File: src/rtl/clock_step_ctrl.sv
// clock_step_ctrl: debounced single-step / free-running clock generator for a multicycle processor
module clock_step_ctrl #(
    parameter int DB_CYCLES  = 500000,
    parameter int PULSE_HIGH = 2500000,
    parameter int AUTO_BASE  = 12500000
) (
    input  logic        Clock,
    input  logic        Resetn,
    input  logic        KeyN,
    input  logic        Auto,
    input  logic [1:0]  RateSel,
    output logic        ProcClock,
    output logic        StepPulse,
    output logic [15:0] StepCount,
    output logic        Busy
);
    typedef enum logic [1:0] {IDLE, HIGH, LOW_GAP} state_t;
    localparam logic [31:0] DB_LAST = DB_CYCLES - 1;
    localparam logic [31:0] PULSE_U = PULSE_HIGH;
    localparam logic [31:0] AUTO_U  = AUTO_BASE;
    state_t      state_q, state_d;
    logic        sync1_q, sync2_q, db_q, db_d, press_q, press_d;
    logic        proc_q, proc_d, step_q, step_d, enter_high;
    logic [31:0] db_cnt_q, db_cnt_d, ph_cnt_q, ph_cnt_d, len_q, len_d;
    logic [31:0] auto_len, new_len;
    logic [15:0] count_q, count_d;
    assign auto_len = AUTO_U >> RateSel;
    assign new_len  = Auto ? ((auto_len == 32'd0) ? 32'd1 : auto_len) : PULSE_U;
    always_comb begin
        db_d     = db_q;
        db_cnt_d = '0;
        // any sample that agrees with the debounced level restarts the window
        if (sync2_q != db_q) begin
            if (db_cnt_q == DB_LAST) db_d = sync2_q;
            else db_cnt_d = db_cnt_q + 32'd1;
        end
        press_d    = db_q & ~db_d;
        state_d    = state_q;
        ph_cnt_d   = ph_cnt_q + 32'd1;
        len_d      = len_q;
        enter_high = 1'b0;
        case (state_q)
            IDLE: begin
                ph_cnt_d   = '0;
                enter_high = Auto | press_q;
            end
            HIGH: begin
                if (ph_cnt_q == len_q - 32'd1) begin
                    state_d  = LOW_GAP;
                    ph_cnt_d = '0;
                end
            end
            LOW_GAP: begin
                if (ph_cnt_q == len_q - 32'd1) begin
                    state_d    = IDLE;
                    ph_cnt_d   = '0;
                    enter_high = Auto;
                end
            end
            default: state_d = IDLE;
        endcase
        if (enter_high) begin
            state_d  = HIGH;
            ph_cnt_d = '0;
            len_d    = new_len;
        end
        proc_d  = (state_d == HIGH);
        step_d  = enter_high;
        count_d = count_q + {15'b0, enter_high};
    end
    always_ff @(posedge Clock) begin
        if (!Resetn) begin
            sync1_q  <= 1'b1;
            sync2_q  <= 1'b1;
            db_q     <= 1'b1;
            db_cnt_q <= '0;
            press_q  <= 1'b0;
            state_q  <= IDLE;
            ph_cnt_q <= '0;
            len_q    <= '0;
            proc_q   <= 1'b0;
            step_q   <= 1'b0;
            count_q  <= '0;
        end else begin
            sync1_q  <= KeyN;
            sync2_q  <= sync1_q;
            db_q     <= db_d;
            db_cnt_q <= db_cnt_d;
            press_q  <= press_d;
            state_q  <= state_d;
            ph_cnt_q <= ph_cnt_d;
            len_q    <= len_d;
            proc_q   <= proc_d;
            step_q   <= step_d;
            count_q  <= count_d;
        end
    end
    assign ProcClock = proc_q;
    assign StepPulse = step_q;
    assign StepCount = count_q;
    assign Busy      = (state_q != IDLE);
endmodule
File: config.mk
export PLATFORM = sky130hd
export DESIGN_NAME = clock_step_ctrl
export DESIGN_NICKNAME = d
export VERILOG_FILES = /design/src/rtl/clock_step_ctrl.sv
export SDC_FILE = /design/constraint.sdc
export NUM_CORES = 1
export LEC_CHECK = 0
export CORE_MARGIN = 2
export CORE_UTILIZATION = 50
export DETAILED_ROUTE_END_ITERATION = 16
export HOLD_SLACK_MARGIN = 0.05
export PLACE_DENSITY_LB_ADDON = 0.2
export SETUP_SLACK_MARGIN = 0.1
export SYNTH_ARGS = -nofsm -noshare
export SYNTH_HDL_FRONTEND = slang
export SYNTH_SLANG_ARGS = --single-unit
File: constraint.sdc
create_clock -name Clock -period 5.2 [get_ports Clock]
set_clock_uncertainty 0.2 [all_clocks]
set_input_delay 1.56 -clock Clock [delete_from_list [all_inputs] [get_ports Clock]]
set_output_delay 1.56 -clock Clock [all_outputs]
set_load 0.03 [all_outputs]
### After elaboration in Yosys (flattened, before gate mapping)

Cells that the tools add are included.

* output and inout port bits: 19
* register bits after elaboration: 120

* equal/unequal tests: 6
* multiplexer cells: 12
* shift operators: 1
* reduce and logical (&&, ||, !) cells: 6
* add/subtract/negate cells: 4
* bitwise operators: 5

Operators with widths (count)
* 2-to-1 mux 32 bit: 3
* adder 32 x 1 -> 32 bit (second input constant): 2
* one-hot mux 32 bit (2 select lines): 1
* == test 32 x 19 -> 1 bit (second input constant): 1
* == test 32 bit: 1
* logical NOT 32 bit: 1
* right shift 24 x 2 -> 32 bit (first input constant): 1
* subtractor 32 x 1 -> 32 bit (second input constant): 1
* adder 16 x 1 -> 16 bit: 1
* 2-to-1 mux 2 bit: 3
* one-hot mux 2 bit (3 select lines): 1
* == test 2 x 1 -> 1 bit (second input constant): 2
* OR reduction 2 bit: 2
* 2-to-1 mux 1 bit: 3
* inverter 1 bit: 3
* OR reduction 3 bit: 1
* == test 2 bit (second input constant): 1
* logical NOT 2 bit: 1
* one-hot mux 1 bit (2 select lines): 1
* nonzero test 2 bit: 1
* AND 1 bit: 1
* inequality test 1 bit: 1
* bitwise OR 1 bit: 1

### Depth between registers and ports, before layout

Gate-level depths: netlist (run 1).

* depth in word-level cells: 6
* depth in mapped cells: 15
* gate-level depth less buffers: 13

### Least setup slack after synthesis (run 1)

No wires, ideal clock.

* path kind: register -> register
* start point: register len_q[2]
* end point: register count_q[15] (netlist: StepCount[15])
* data required time: 4.929 ns
* arrival time: 3.307 ns
* path slack: 1.623 ns
* stages on the path, launching flop included: 16
* path buffers: 2
* cells stage by stage: dfxtp_1 > inv_1 > ha_1 > or3b_4 > o22a_1 > o31ai_1 > nand4_1 > nor4_2 > a311o_2 > buf_2 > ha_1 > and3_1 > clkbuf_1 > nand2_1 > or3_1 > a21oi_1

* word-level cells in the longest chain between the ends: 5

Ends and longest elaborated chain
* from (decl): line 24 `logic [31:0] db_cnt_q, db_cnt_d, ph_cnt_q, ph_cnt_d, len_q, len_d;`
* from (signal assigned): line 92 `len_q <= len_d;`
* subtractor 32 x 1 -> 32 bit: line 54 `if (ph_cnt_q == len_q - 32'd1) begin`
* == test 32 bit: line 54
* 2-to-1 mux 1 bit: line 54
* one-hot mux 1 bit (2 select lines): line 42 `case (state_q)`
* via enter_high: line 23 `logic proc_q, proc_d, step_q, step_d, enter_high;`
* adder 16 x 1 -> 16 bit: line 69 `count_d = count_q + {15'b0, enter_high};`
* to (signal assigned): line 95 `count_q <= count_d;`
* to (decl): line 26 `logic [15:0] count_q, count_d;`

The timed path passes the listed nets, and every way through them passes these cells.
A chain may end at the register's enable or synchronous reset.

### Worst setup path in the final report (run 1)

* start point: register len_q[22]
* end point: register count_q[6] (netlist: StepCount[6])

* word-level cells in the longest chain between the ends: 5

Ends and longest elaborated chain (line)
* subtractor 32 x 1 -> 32 bit: 54
* == test 32 bit: 54
* 2-to-1 mux 1 bit: 54
* one-hot mux 1 bit (2 select lines): 42
* adder 16 x 1 -> 16 bit: 69

No other way between the ends.

==> summary.md, run 1 <==
| Metric | Value |
|---|---|
| Global route overflow | `0` |
| Post-CTS Resized | `0` |
| Setup Crit Path Kind | `reg2reg` |
| Result of the run | `finished, final reports clean` |
| Placer's final routability congestion estimate | `approximately 0.85` |
| Maximum number of pins on one net before global-route repair | `33` |
| Final Max Slew Viols | `0` |
| P&R area growth vs syn | `9.97%` |
| Number of distinct standard cells referenced by the synthesized netlist | `55` |
| Router iterations before antenna repair | `4` |
| Max Root-Sink Buffers | `2` |
| Sequential-to-total area share from yosys stat | `39.7%` |
| Top Ports | `25` |
| Crit-path leading delay family | `simple AND/OR/NAND/NOR gates` |
| Slowest CP cell | `or4_4` |
| Worst IR Drop VDD | `between 0.15 and 0.2 mV` |
| Sequential share of power | `between 50% and 60%` |
| Cts hold-fix bufs | `0` |
| DRC violations left | `0` |
| Ratio of cells with drive above 1 in the final layout | `5.46%` |
| Final setup violation count | `0` |
| GRT Util Overall | `19.4%` |
| Capturing element type of the critical path | `register` |
| Post-detailed-route count of antenna-violating nets | `0` |
| Asr flop ratio synth | `0%` |
| Tmin final | `about 4.2 ns` |
| Number of synthesized flops with an enable pin | `0` |
| Leakage power of the design | `roughly 1.9 nW` |
| Cells along the critical path | `or4_4 > nor3_1 > xnor2_1 > nand4_1 > nor4_2 > a311o_2 > ha_1 > ha_1 > nand2_1 > or3_1 > a21oi_1` |
| Initial Utilization | `50.7%` |
| Buffer and inverter count on the worst path | `0` |
| Number of hold violations in the final report | `0` |
| Number of standard cells after synthesis | `607` |
| Total of warnings raised by yosys | `0` |
| # Post-CTS Setup Buffers | `0` |
| Clk pwr share | `37.2%` |
| Via count of the first global-routing pass | `3913` |
| Unrepaired setup endpoints after global routing | `false` |
| Port-buffer cells | `24` |
| Total number of vias | `around 4200` |
| Most used flip-flop cell after synthesis | `dfxtp_1` |
| Portion of total power attributed to combinational logic | `a little under a tenth` |
| Net count, final | `633` |
| Floorplan row count | `37` |
| Die footprint | `11100 um^2` |
| Tightest Hold Check Type | `reg2reg` |
| Number of DRC violations after detailed-routing iteration 0 | `191` |
| Post-detail-place hpwl | `~7.3 mm` |
| Deepest level of the CTS H-tree | `3` |
| Int Power | `around 1.1 mW` |
| Largest fanout of any net on the critical path | `23` |
| Post-Syn Nets | `622` |
| Number of CTS-inserted buffers | `9` |
| Width of the die | `approximately 110 um` |
| CTS tree | `built` |
| Relative slew slack | `between 20 and 30%` |
| Syn Std Cell Area | `5140 um^2` |
| Avg WL per Cell | `13.5 um` |
| Antenna diode count | `0` |
| Max Freq | `237 MHz` |
| TritonCTS sink count | `slightly above 100` |
| Maximum Capacitance Violations | `0` |
| Critical Path RT | `around 5.3 ns` |
| Share of the clock period used by the worst path | `around four fifths` |
| Endpoint arrival time on the critical path | `about 4.3 ns` |
| Clk Latency, worst-skew pair | `0.39 ns` |
| Worst Max-Slew Pin Slew | `between 1 and 1.5 ns` |
| Clk pin slew, worst setup/hold paths | `between 0.1 and 0.15 ns` |
| Antenna violations before repair | `0` |
| Area of the core region | `about 10000 um^2` |
| Clock tree root buffer cell | `clkbuf_8` |
| Final setup TNS | `0 ns` |
| First-pass GRT wire length | `about 18 mm` |
| Sort of element at the start of the critical path | `register` |
| Synthesized flop and latch total | `102` |
| Die height | `around 110 um` |
| Power Density | `270 nW/um^2` |
| Delay contributed by the slowest stage of the critical path | `roughly 0.65 ns` |
| Total power consumption of the routed design | `between 1.5 and 2 mW` |
| Post-synthesis area per instance | `approximately 8.5 um^2` |
| Most prevalent standard cell on the critical path | `ha_1` |
| Post-detailed-route via-to-cell ratio | `between 5 and 6` |
| Final Routed Wirelength | `~10 mm` |
| Sw power | `a little under 0.4 mW` |
| Fraction of power spent switching nets | `approximately 26%` |
==> placed cells by master (no fill, tap or decap), drive strengths merged, types with 3 or more instances in the layout <==
| cell type | n |
|---|---|
| o21ai | 17 |
| nor2 | 100 |
| or3 | 10 |
| a31o | 3 |
| inv | 23 |
| nor4b | 5 |
| nand4 | 26 |
| dfxtp | 102 |
| nand3 | 29 |
| nor4 | 10 |
| and4 | 6 |
| clkdlybuf4s50 | 24 |
| or4 | 7 |
| xor2 | 50 |
| nor3 | 15 |
| o31ai | 3 |
| nand2b | 3 |
| a21oi | 16 |
| clkbuf | 9 |
| and2 | 10 |
| nor2b | 6 |
| ha | 9 |
| a31oi | 3 |
| mux2i | 7 |
| nand2 | 48 |
| and3 | 12 |
| o211ai | 3 |
| xnor2 | 36 |
==> metrics by stage <==
stage,std cells,util (%),hold WS (ns),instance area [um^2],setup slack [ns]
after floorplan,607,-,0.186,5140,1.62
after CTS,759,55.8,0.235,5660,1.01
final,759,55.8,0.228,5660,0.980
after detailed placement,743,53.6,0.196,5430,0.944
after global placement,743,53.6,0.211,5430,1.06
after global routing,759,55.8,0.245,5660,0.720
==> cell type report <==
type	instances	area, um^2
timing repair buffer	26	255
inverter	20	75.1
multi-input combinational	459	2890
tap	136	170
sequential	102	2040
clock inverter	7	104
clock buffer	9	124
fill	943	4480
==> cell usage after synthesis, drive strengths merged (3+ instances only) <==
master    n  share of area (%)
and3     12                1.5
clkbuf   15                1.1
or3      10                1.2
xnor2    36                6.1
buf      11                1.6
nand4    26                3.2
nor3     15                1.5
nand2b    3               0.36
or4       7                1.2
and4      6                1.0
inv      20                1.5
o31ai     3               0.44
dfxtp   102                 40
xor2     50                8.5
a31o      3               0.51
nor2b     6               0.73
ha        9                2.2
nand2    48                3.5
nand3    29                2.8
mux2i     7                1.4
nor4b     5               0.85
a21oi    16                1.6
nor4     10                2.0
o211ai    3               0.44
and2     10                1.2
nor2    100                7.3
o21ai    17                1.7
a31oi     3               0.36
==> logic make-up after synthesis <==
logic type	after synthesis	synth area share, %
flops	102	39.7
buf+inv	46	4.18
simple gates	294	29.5
mux	7	1.36
compound gates	63	8.39
xor+xnor	86	14.6
fa+ha+maj	9	2.19
==> power by group through the flow <==
stage                     clock [mW]  combinational, mW  sequential (mW)
final                          0.569              0.145            0.814
after global routing           0.614              0.161            0.816
after CTS                      0.591              0.146            0.814
after detailed placement           0              0.145            0.832
after global placement             0              0.143            0.832
after floorplan                    0              0.120            0.826
==> sequential cells by signal, summed over array words and instances (netlist names) <==
name and cells:
db_q 1, ph_cnt_q 32, StepPulse 1, press_q 1, sync1_q 1, state_q 2
db_cnt_q 32, ProcClock 1, sync2_q 1, StepCount 16, len_q 14
==> routing by layer <==
metal  track usage (%)  vias to the layer above  share of wire (%)
met5                 0                        -                  0
met4              8.86                        0                2.6
met3              4.08                       24                3.2
met2              32.9                       75                 49
met1              23.7                     1963                 45
li1                  -                     2116                  -
==> worst register-to-register path, stage by stage (launching register included) <==
cell     delay (ns)
dfxtp_1        0.49
or4_4          0.65
nor3_1         0.21
xnor2_1        0.16
nand4_1        0.13
nor4_2         0.56
a311o_2        0.58
ha_1           0.25
ha_1           0.28
nand2_1        0.13
or3_1          0.36
a21oi_1        0.15
==> final timing paths <==
| path | slack (ns) | startpoint | end | depth (start not counted) |
|---|---|---|---|---|
| setup / recovery | 0.98 | len_q[22]$_SDFFE_PN0P_ | StepCount[6]$_SDFF_PN0_ | 11 |
| hold / removal | 0.23 | sync1_q$_SDFF_PN1_ | sync2_q$_SDFF_PN1_ | 1 |
| setup reg to reg | 0.98 | len_q[22]$_SDFFE_PN0P_ | StepCount[6]$_SDFF_PN0_ | 11 |
| hold reg to reg | 0.23 | sync1_q$_SDFF_PN1_ | sync2_q$_SDFF_PN1_ | 1 |
Note: power is estimated with default switching activity, not from simulation.
==> inputs of run 2 (changes only) <==
==> constraint.sdc (replaced) <==
create_clock -name Clock -period 3.7 [get_ports Clock]
set_clock_uncertainty 0.2 [all_clocks]
set_input_delay 1.11 -clock Clock [delete_from_list [all_inputs] [get_ports Clock]]
set_output_delay 1.11 -clock Clock [all_outputs]
set_load 0.03 [all_outputs]
==> summary.md, run 2 (synthesis gave the netlist of run 1 again) <==
| Metric | Value |
|---|---|
| Placed Cells incl. Taps | `~750` |
| Sort of element at the start of the critical path | `register` |
| Slowest CP cell | `or4_4` |
| Setup Crit Path Kind | `reg2reg` |
| Global routing usage on met2 | `34.5%` |
| Antenna diode count | `0` |
| Sw power | `around 0.58 mW` |
| DRC violations left | `0` |
| Initial Utilization | `50.7%` |
| Final Non-Filler Cells | `between 700 and 800` |
| Number of CTS-inserted buffers | `9` |
| Final Routed Wirelength | `between 10 and 15 mm` |
| Via count of the first global-routing pass | `4059` |
| Floorplan row count | `37` |
| Post-detail-place hpwl | `~7.5 mm` |
| GR Layer Usage met3 | `under 10%` |
| Net count, final | `about 650` |
| First-pass GRT wire length | `18.3 mm` |
| Routing layer with the top usage in global route | `met2` |
| Crit-path leading delay family | `simple AND/OR/NAND/NOR gates` |
| GRT Util Overall | `between 20% and 30%` |
| Clk pin slew, worst setup/hold paths | `approximately 0.11 ns` |
| Avg WL per Cell | `between 10 and 15 um` |
| Maximum Capacitance Violations | `0` |
| Critical Path RT | `around 3.8 ns` |
| Buffer and inverter count on the worst path | `0` |
| Die height | `roughly 110 um` |
| Result of the run | `finished, final reports clean` |
| Fraction of power spent switching nets | `around 27%` |
| Max Freq | `between 200 and 300 MHz` |
| Fill cell total of the finished layout | `around 940` |
| Max Root-Sink Buffers | `2` |
| Storage cell area | `2050 um^2` |
| Share of the clock period used by the worst path | `between 90% and 100%` |
| Sequential share of power | `a little over half` |
| Die footprint | `between 10000 and 15000 um^2` |
| Delay contributed by the slowest stage of the critical path | `roughly 0.61 ns` |
| Capturing element type of the critical path | `register` |
| Worst IR Drop VDD | `around 0.18 mV` |
| Endpoint arrival time on the critical path | `between 3 and 4 ns` |
| Clk pwr share | `a little over a third` |
| Final Max Slew Viols | `0` |
| Global route overflow | `0` |
| Tmin final | `3.46 ns` |
| Clk Latency, worst-skew pair | `just under 0.4 ns` |
| Number of DRC violations after detailed-routing iteration 0 | `around 220` |
| Final setup TNS | `0 ns` |
| TritonCTS sink count | `~100` |
| P&R area growth vs syn | `12.3%` |
| Port-buffer cells | `24` |
| Final setup violation count | `0` |
| Area of the core region | `10100 um^2` |
| Top Ports | `25` |
| Total number of vias | `about 4200` |
| Unrepaired setup endpoints after global routing | `false` |
| Leakage power of the design | `1.95 nW` |
| Width of the die | `between 100 and 150 um` |
| Deepest level of the CTS H-tree | `3` |
| Int Power | `~1.6 mW` |
| Power Density | `roughly 370 nW/um^2` |
| Router iterations before antenna repair | `5` |
| Placer's final routability congestion estimate | `0.837` |
| Post-detailed-route count of antenna-violating nets | `0` |
| Relative slew slack | `between 30% and 40%` |
| Highest-count cells in the layout ignoring fill and taps | `dfxtp_1, nor2_1, xor2_1` |
| Met1 GRT Util | `between 20% and 30%` |
| Post-detailed-route via-to-cell ratio | `~5.5` |
| Cts hold-fix bufs | `0` |
| Ratio of cells with drive above 1 in the final layout | `about 9%` |
| Clock tree root buffer cell | `clkbuf_8` |
| Largest fanout of any net on the critical path | `7` |
| Maximum number of pins on one net before global-route repair | `33` |
| CTS tree | `built` |
| Number of hold violations in the final report | `0` |
| Total area of multi-input combinational cells | `2920 um^2` |
| Worst Max-Slew Pin Slew | `about 1.0 ns` |
| Tightest Hold Check Type | `reg2reg` |
| Portion of total power attributed to combinational logic | `10.9%` |
| Cells along the critical path | `or4_4 > o41ai_2 > o32ai_2 > mux2i_1 > and3_1 > a311o_2 > ha_2 > and3_2 > nand2_1 > or3_1 > a21oi_1` |
| Antenna violations before repair | `0` |
-- run 2: cell types whose count changed in the layout (fill, tap and decap cells not counted), moves of 2 or more --
cell     previous run  this run
dfxtp_1           102       100
ha_1                9         6
inv_8               1         3
buf_4               2        15
ha_2                0         2
-- run 2: path summary, 6_finish.rpt --
check,startpoint,endpoint,slack (ns),cells past startpoint
max,len_q[16]$_SDFFE_PN0P_,StepCount[15]$_SDFF_PN0_,0.24,11
min reg2reg,sync1_q$_SDFF_PN1_,sync2_q$_SDFF_PN1_,0.23,1
min,sync1_q$_SDFF_PN1_,sync2_q$_SDFF_PN1_,0.23,1
max reg2reg,len_q[16]$_SDFFE_PN0P_,StepCount[15]$_SDFF_PN0_,0.24,11
-- run 2: per-stage QoR --
step | hold WS, ns | area, um^2 | utilization (%) | setup WS (ns) | power, mW
floorplan | 0.186 | 5140 | - | 0.123 | 1.33
global placement | 0.208 | 5490 | 54.2 | 0.274 | 1.38
detailed placement | 0.215 | 5490 | 54.2 | 0.114 | 1.38
CTS | 0.230 | 5700 | 56.3 | 0.105 | 2.15
global route | 0.264 | 5780 | 57.0 | 0.109 | 2.22
finish | 0.226 | 5780 | 57.0 | 0.241 | 2.13
-- run 2: repair_timing --
item	4_1_cts	5_1_grt
endpoints found under the setup margin	0	44
resized for setup	0	12
buffers inserted	0	5
-- run 2: power by group through the flow --
stage	combinational (mW)	sequential [mW]	clock [mW]
global placement	0.209	1.17	0
floorplan	0.169	1.16	0
CTS	0.215	1.14	0.788
global route	0.255	1.15	0.820
finish	0.232	1.14	0.757
detailed placement	0.214	1.17	0
-- run 2: routing by layer --
layer	wire length (um)	share of wire, %
met5	0	0
met4	244	2.3
met3	302	2.9
met2	5030	48
met1	4940	47
-- run 2: final cells by class --
| type | count | share of cell area, % |
|---|---|---|
| clock buffers | 9 | 2.14 |
| clock inverters | 7 | 1.54 |
| inverters | 20 | 1.30 |
| multi-input cells | 459 | 50.6 |
| flip-flops and latches | 102 | 35.4 |
| well taps | 136 | 2.94 |
| repair buffers | 39 | 6.11 |
==> inputs of run 3 (changes only) <==
--- a/config.mk
+++ b/config.mk
@@ -8,8 +8,10 @@
 export CORE_MARGIN = 2
 export CORE_UTILIZATION = 50
 export DETAILED_ROUTE_END_ITERATION = 16
+export GPL_ROUTABILITY_DRIVEN = 0
 export HOLD_SLACK_MARGIN = 0.05
 export PLACE_DENSITY_LB_ADDON = 0.2
+export RECOVER_POWER = 50
 export SETUP_SLACK_MARGIN = 0.1
 export SYNTH_ARGS = -nofsm -noshare
 export SYNTH_HDL_FRONTEND = slang
==> constraint.sdc (replaced) <==
create_clock -name Clock -period 4.4 [get_ports Clock]
set_clock_uncertainty 0.2 [all_clocks]
set_input_delay 1.32 -clock Clock [delete_from_list [all_inputs] [get_ports Clock]]
set_output_delay 1.32 -clock Clock [all_outputs]
set_load 0.03 [all_outputs]
==> summary.md, run 3 (synthesis gave the netlist of run 1 again) <==
| Metric | Value |
|---|---|
| Die footprint | `between 10000 and 15000 um^2` |
| Final Non-Filler Cells | `about 760` |
| Router iterations before antenna repair | `4` |
| Final Routed Wirelength | `10.2 mm` |
| Number of hold violations in the final report | `0` |
| Clock tree root buffer cell | `clkbuf_8` |
| Clk pin slew, worst setup/hold paths | `0.10 ns` |
| Highest-count cells in the layout ignoring fill and taps | `dfxtp_1, nor2_1, xor2_1` |
| Die height | `105 um` |
| Capturing element type of the critical path | `register` |
| Final setup violation count | `0` |
| Leakage power of the design | `~2.0 nW` |
| Power Density | `320 nW/um^2` |
| Number of DRC violations after detailed-routing iteration 0 | `207` |
| Post-layout utilization of the core | `56.1%` |
| Deepest level of the CTS H-tree | `3` |
| Top Ports | `25` |
| Via count of the first global-routing pass | `between 3000 and 4000` |
| TritonCTS sink count | `approximately 100` |
| Most prevalent standard cell on the critical path | `ha_1` |
| Initial Utilization | `between 50% and 60%` |
| First-pass GRT wire length | `approximately 18 mm` |
| Worst IR Drop VDD | `around 0.14 mV` |
| Endpoint arrival time on the critical path | `~3.9 ns` |
| Maximum Capacitance Violations | `0` |
| Antenna violations before repair | `0` |
| Post-detail-place hpwl | `~7.4 mm` |
| Placed Cells incl. Taps | `748` |
| Total number of vias | `between 4000 and 5000` |
| Delay contributed by the slowest stage of the critical path | `between 0.4 and 0.5 ns` |
| Net count, final | `638` |
| Tightest Hold Check Type | `reg2reg` |
| Clk Latency, worst-skew pair | `~0.37 ns` |
| Max Root-Sink Buffers | `2` |
| GRT Util Overall | `approximately 19%` |
| Final setup TNS | `0 ns` |
| P&R area growth vs syn | `10.5%` |
| Worst Max-Slew Pin Slew | `~1.1 ns` |
| Global route overflow | `0` |
| Ratio of cells with drive above 1 in the final layout | `under 10%` |
| Area of the core region | `10100 um^2` |
| Cts hold-fix bufs | `0` |
| Avg WL per Cell | `approximately 13 um` |
| Tmin final | `3.83 ns` |
| Slowest CP cell | `or3b_4` |
| Unrepaired setup endpoints after global routing | `false` |
| Sort of element at the start of the critical path | `register` |
| DRC violations left | `0` |
| Antenna diode count | `0` |
| Largest fanout of any net on the critical path | `6` |
| Floorplan row count | `37` |
| Critical Path RT | `about 4.5 ns` |
| Maximum number of pins on one net before global-route repair | `33` |
| Max Freq | `261 MHz` |
| Relative slew slack | `roughly 28%` |
| Most frequent standard cell in the layout excluding fill and tap cells | `dfxtp_1` |
| CTS tree | `built` |
| Cells along the critical path | `inv_1 > ha_1 > or3b_4 > o22a_1 > o31ai_1 > nand4_1 > nor4_1 > clkbuf_1 > a311o_2 > ha_1 > ha_1 > nand2_1 > or3_1 > a21oi_1` |
| Post-CTS Resized | `0` |
| # Post-CTS Setup Buffers | `0` |
| Share of the clock period used by the worst path | `between 80% and 90%` |
| Width of the die | `105 um` |
| Setup Crit Path Kind | `reg2reg` |
| Post-detailed-route count of antenna-violating nets | `0` |
| Result of the run | `finished, final reports clean` |
| Number of CTS-inserted buffers | `9` |
| Post-detailed-route via-to-cell ratio | `between 5 and 6` |
| Final Max Slew Viols | `0` |
| Port-buffer cells | `24` |
| Total power consumption of the routed design | `~1.8 mW` |
## run 3: per-stage QoR
step	hold slack (ns)	instance area, um^2	worst slack (ns)
finish	0.235	5680	0.570
global route	0.285	5680	0.200
CTS	0.241	5700	0.706
detailed placement	0.212	5470	0.734
global placement	0.204	5470	0.850
floorplan	0.186	5140	0.823
## run 3: cell type report
cell class	count	area, um^2
Sequential cell	102	2040
Clock buffer	11	141
Timing Repair Buffer	31	285
Clock inverter	5	88.8
Fill cell	915	4450
Tap cell	136	170
Multi-Input combinational cell	459	2880
Inverter	20	75.1
## run 3: worst paths after layout
kind,cells past startpoint,end,start,slack (ns)
worst max register to register,14,StepCount[14]$_SDFF_PN0_,len_q[2]$_SDFFE_PN0P_,0.57
worst min-delay path,1,sync2_q$_SDFF_PN1_,sync1_q$_SDFF_PN1_,0.23
worst min register to register,1,sync2_q$_SDFF_PN1_,sync1_q$_SDFF_PN1_,0.23
worst max-delay path,14,StepCount[14]$_SDFF_PN0_,len_q[2]$_SDFFE_PN0P_,0.57
## run 3: critical path: cells and delay by family (launching register included)
kind            cells  cell delay (ns)
flops               1             0.39
buf+inv             2             0.33
fa+ha+maj           3             0.62
simple gates        5             1.43
compound gates      4             0.79
## run 3: routing by layer
layer	global-route usage (%)	part of all wire (%)
met5	0	0
met2	32.4	49
met4	7.90	0.90
met3	4.27	3.6
met1	24.4	46
## run 3: where the power goes
part / internal, mW / switching, mW
combinational: 0.0771 / 0.0992
clock: 0.344 / 0.335
sequential: 0.937 / 0.0245
